$ cat src/rtl/regfile_ctrl_pkg.sv
// Shared types for the register-file write controller: FSM state and width helper.
package regfile_ctrl_pkg;

  typedef enum logic {
    IDLE = 1'b0,
    ZERO = 1'b1
  } state_t;

  // Index width that stays at least 1 bit even for degenerate counts.
  function automatic int idx_w(input int n);
    return (n > 1) ? $clog2(n) : 1;
  endfunction

endpackage

$ cat src/rtl/rr_arbiter.sv
// Round-robin arbiter: combinational one-hot grant searched upward from a
// registered pointer; the pointer moves past the winner when advance is high.
import regfile_ctrl_pkg::*;

module rr_arbiter #(
  parameter int N = 2
) (
  input  logic                 clk,
  input  logic                 rst,
  input  logic [N-1:0]         valid,
  input  logic                 advance,
  output logic [N-1:0]         grant,
  output logic [idx_w(N)-1:0]  grant_idx
);

  localparam int PW = idx_w(N);

  logic [PW-1:0] ptr;

  always_comb begin
    int  idx;
    logic found;
    grant     = '0;
    grant_idx = '0;
    found     = 1'b0;
    idx       = 0;
    for (int k = 0; k < N; k++) begin
      idx = int'(ptr) + k;
      if (idx >= N) idx = idx - N;
      if (!found && valid[idx]) begin
        found        = 1'b1;
        grant[idx]   = 1'b1;
        grant_idx    = PW'(idx);
      end
    end
  end

  always_ff @(posedge clk) begin
    if (rst) begin
      ptr <= '0;
    end else if (advance) begin
      ptr <= (grant_idx == PW'(N-1)) ? '0 : PW'(grant_idx + 1'b1);
    end
  end

endmodule

$ cat src/rtl/regfile_wr_arbiter.sv
// Register-file write-port controller: round-robin requester arbitration plus
// a zeroization sequencer. Every rf_* and zero_* output comes from a register.
import regfile_ctrl_pkg::*;

module regfile_wr_arbiter #(
  parameter  int REG_WIDTH = 32,
  parameter  int REG_COUNT = 16,
  parameter  int NUM_REQ   = 2,
  localparam int AW        = $clog2(REG_COUNT)
) (
  input  logic                           clk,
  input  logic                           rst,
  input  logic [NUM_REQ-1:0]             req_valid,
  output logic [NUM_REQ-1:0]             req_ready,
  input  logic [NUM_REQ*AW-1:0]          req_addr,
  input  logic [NUM_REQ*REG_WIDTH-1:0]   req_data,
  input  logic                           zero_start,
  output logic                           zero_busy,
  output logic                           zero_done,
  output logic                           rf_we,
  output logic [AW-1:0]                  rf_w_addr,
  output logic [REG_WIDTH-1:0]           rf_w_data
);

  localparam int            PW   = idx_w(NUM_REQ);
  localparam logic [AW-1:0] LAST = AW'(REG_COUNT - 1);

  state_t                 state, state_n;
  logic [AW-1:0]          cnt, cnt_n;
  logic                   we_n, busy_n, done_n;
  logic [AW-1:0]          addr_n;
  logic [REG_WIDTH-1:0]   data_n;
  logic [NUM_REQ-1:0]     grant;
  logic [PW-1:0]          grant_idx;
  logic                   open, xfer;

  // A wipe request in IDLE pre-empts any grant in the same cycle.
  assign open      = !rst && (state == IDLE) && !zero_start;
  assign req_ready = open ? grant : '0;
  assign xfer      = |req_ready;

  rr_arbiter #(.N(NUM_REQ)) u_arb (
    .clk       (clk),
    .rst       (rst),
    .valid     (req_valid),
    .advance   (xfer),
    .grant     (grant),
    .grant_idx (grant_idx)
  );

  always_comb begin
    state_n = state;
    cnt_n   = cnt;
    we_n    = 1'b0;
    addr_n  = rf_w_addr;
    data_n  = rf_w_data;
    busy_n  = 1'b0;
    done_n  = 1'b0;
    case (state)
      IDLE: begin
        if (zero_start) begin
          state_n = ZERO;
          cnt_n   = AW'(1);
          we_n    = 1'b1;
          addr_n  = '0;
          data_n  = '0;
          busy_n  = 1'b1;
        end else if (xfer) begin
          we_n   = 1'b1;
          addr_n = req_addr[int'(grant_idx)*AW +: AW];
          data_n = req_data[int'(grant_idx)*REG_WIDTH +: REG_WIDTH];
        end
      end
      ZERO: begin
        // zero_done marks the final wipe write is already on the port.
        if (zero_done) begin
          state_n = IDLE;
          cnt_n   = '0;
        end else begin
          we_n   = 1'b1;
          addr_n = cnt;
          data_n = '0;
          busy_n = 1'b1;
          done_n = (cnt == LAST);
          cnt_n  = cnt + 1'b1;
        end
      end
      default: state_n = IDLE;
    endcase
  end

  always_ff @(posedge clk) begin
    if (rst) begin
      state     <= IDLE;
      cnt       <= '0;
      rf_we     <= 1'b0;
      rf_w_addr <= '0;
      rf_w_data <= '0;
      zero_busy <= 1'b0;
      zero_done <= 1'b0;
    end else begin
      state     <= state_n;
      cnt       <= cnt_n;
      rf_we     <= we_n;
      rf_w_addr <= addr_n;
      rf_w_data <= data_n;
      zero_busy <= busy_n;
      zero_done <= done_n;
    end
  end

endmodule

$ cat config.mk
export PLATFORM = sky130hd
export DESIGN_NAME = regfile_wr_arbiter
export DESIGN_NICKNAME = d
export VERILOG_FILES = /design/src/rtl/regfile_ctrl_pkg.sv /design/src/rtl/rr_arbiter.sv /design/src/rtl/regfile_wr_arbiter.sv
export SDC_FILE = /design/constraint.sdc
export NUM_CORES = 1
export LEC_CHECK = 0
export BUFFER_PORTS_ARGS = -buffer_cell sky130_fd_sc_hd__buf_4
export CAP_MARGIN = 20
export CORE_UTILIZATION = 39
export DETAILED_ROUTE_END_ITERATION = 8
export HOLD_SLACK_MARGIN = 0.1
export PLACE_DENSITY = 0.75
export RECOVER_POWER = 25
export SETUP_SLACK_MARGIN = 0.05
export SLEW_MARGIN = 25
export SYNTH_ARGS = -nofsm -noshare
export SYNTH_HDL_FRONTEND = slang
export SYNTH_SLANG_ARGS = --single-unit
$ cat constraint.sdc
create_clock -name clk -period 1.2 [get_ports clk]
set_input_delay 0.18 -clock clk [delete_from_list [all_inputs] [get_ports clk]]
set_output_delay 0.18 -clock clk [all_outputs]
set_load 0.05 [all_outputs]
==> metrics.txt <==
Util after Layout 71.7%; Worst Path Required 1020 ps; Net Count, Synth 257; antenna fix cells 0; initial antenna violation count 0; DP HPWL 4300 um; final hold vios 0; die area 0.00528 sq mm; area of the core 0.00475 sq mm; synthesized cell area 0.00195 sq mm; clock tree buffer depth 2; max-slew violation count 0; port bufs 117; largest net degree at the start of global routing 32; clock-pin slew on the worst setup and hold paths 80 ps; post-synthesis sequential area ratio 45.3%; leakage power 1.61 nW; Via density 5.11; vias in the first global route 1957; CTS H-tree lvls 2; overall die width 72.6 um; drt initial violations 37; Post-Syn Instances 179; total number of vias 1989; Setup-failing EPs final 39; smallest hold slack 172 ps; Final nets 399; period utilization 128%; hold crit path type input pin to flip-flop; CP startpoint kind flip-flop; synth unique cells 31; Avg Cell Area, Syn 10.9 sq um; arrival time at the worst endpoint 1360 ps; Fmax achieved 651 MHz; RSZ-0062 raised after global routing true; Cell Pwr Density 1010 mW/mm^2; Final min period 1540 ps; number of synthesized register bits 44; violated checks negative setup slack; clock root buffer clkbuf_8; Layout area overhead 75.2%; Die Span Y 72.6 um; setup TNS -8590 ps; total power 3.45 mW; Initial Util 40.9%; fin worst setup slack -337 ps; Routed Antenna Nets 0; final RePlAce weighted congestion 0.764; max cap viols 0; Worst Skew 5.31 ps; hold_buf cts 0; critical path class flip-flop to primary output; WL final 5900 um; CTS tree built; CTS sink count 44; gr ovfl total 0; TritonRoute pass-1 iters 4; WL per Instance 15.2 um; Clock Latency Late Sink 290 ps; GRT Util Overall 22.5%; Syn. warnings 0; Setup WS pre-CTS -91.0 ps; Max transition margin 75.6%; first-pass GRT wire length 8990 um; maximum vdd ir drop 744 uV; layout cells sized above 1 53.7%; Slew @ Worst Pin 366 ps; cts bufs inserted 5; Rows 25; DRC viols 0; CP endpoint kind primary output; IO Pins 118; status complete, but fails checks; Crit Path Max Fanout 3
worst max-delay path, stage by stage, from the launching register on:
cell and delay [ps]:
dfxtp_4 350, or2_4 250, nor2_4 140, and3_4 190, buf_8 140
kinds of logic (layout without fill, tap and decap cells):
logic type	count (synthesis)	count (layout)	share of synthesized area, %
flip-flops	44	44	45.3
AO/OA/AOI/OAI	53	54	22.9
AND/OR/NAND/NOR	35	35	10.5
adder cells (fa/ha/maj)	1	1	0.643
multiplexers	32	32	16.5
buffers and inverters	14	156	4.24
through the flow:
step,instances,instance area (sq um)
after floorplan,179,2080
after global placement,373,3170
after detailed placement,373,3170
after CTS,388,3410
after global routing,389,3410
final,389,3410
where the power goes:
group	leakage, nW	switching [mW]	internal, mW
Combinational	1.20	0.498	0.457
Clock	0.0455	0.463	0.470
Sequential	0.361	0.0424	1.52
Total	1.61	1.00	2.45
layer usage:
layer	track usage, %	wire [um]
met1	25.3	2320
met2	39.4	3010
met3	7.73	450
met4	8.28	125
met5	0	0
layout by cell type, fill, tap and decap left out, drive strengths merged:
cell     instances
inv              1
clkbuf          18
nand2b           3
o21bai           2
or2              1
nand3            1
a22oi            2
nor2             9
and2b            1
nor2b            1
nand2           10
and4             4
ha               1
mux2i           32
dfxtp           44
o21ai            1
nor3             3
o2bb2ai         32
and3             1
nor4             1
a21oi            4
a211oi           1
a311oi           6
o32a             1
a31oi            4
a41oi            1
buf            137
state kept, by name (all words and copies together) (netlist names):
name / flops
cnt: 4
rf_w_addr: 4
rf_w_data: 32
rf_we: 1
state: 1
u_arb.ptr: 1
zero_done: 1
area by class of cell:
cell class              instances  area, sq um
flip-flops and latches         44          890
fillers                       393         1350
inverters                       1         3.75
multi-input cells             122         1090
well taps                      67         83.8
repair buffers                147         1250
clock buffers                   8         90.1
worst paths after layout:
path | slack, ps | from | cells past startpoint | end
min | 170 | req_data[35] | 3 | rf_w_data[3]$_SDFFE_PP0P_
max reg2reg | -300 | state$_SDFF_PP0_ | 8 | rf_w_data[11]$_SDFFE_PP0P_
min reg2reg | 470 | rf_w_data[27]$_SDFFE_PP0P_ | 1 | rf_w_data[27]$_SDFFE_PP0P_
max | -340 | state$_SDFF_PP0_ | 4 | req_ready[0]
cell usage after synthesis (all sizes together):
library cell	n	area share [%]
o32a	1	0.51
mux2i	32	16
nor2b	1	0.32
o2bb2ai	32	14
buf	12	3.9
or2	1	0.45
and3	1	0.32
a41oi	1	0.45
a211oi	1	0.39
a311oi	6	2.7
clkbuf	1	0.19
nand2b	3	1.1
and4	4	1.8
dfxtp	44	45
o21bai	2	0.77
a31oi	4	1.3
o21ai	1	0.26
nor2	9	2.1
inv	1	0.19
nor3	3	0.77
nand2	10	2.3
a21oi	4	1.0
nor4	1	0.64
ha	1	0.64
a22oi	1	1.1
and2b	1	0.39
nand3	1	0.26
repair_timing:
item	4_1_cts	5_1_grt
pin swaps	8	2
gates cloned	3	0
endpoints found under the setup margin	40	45
buffers inserted	5	1
resized for setup	18	3
(Power assumes the default switching activity.)
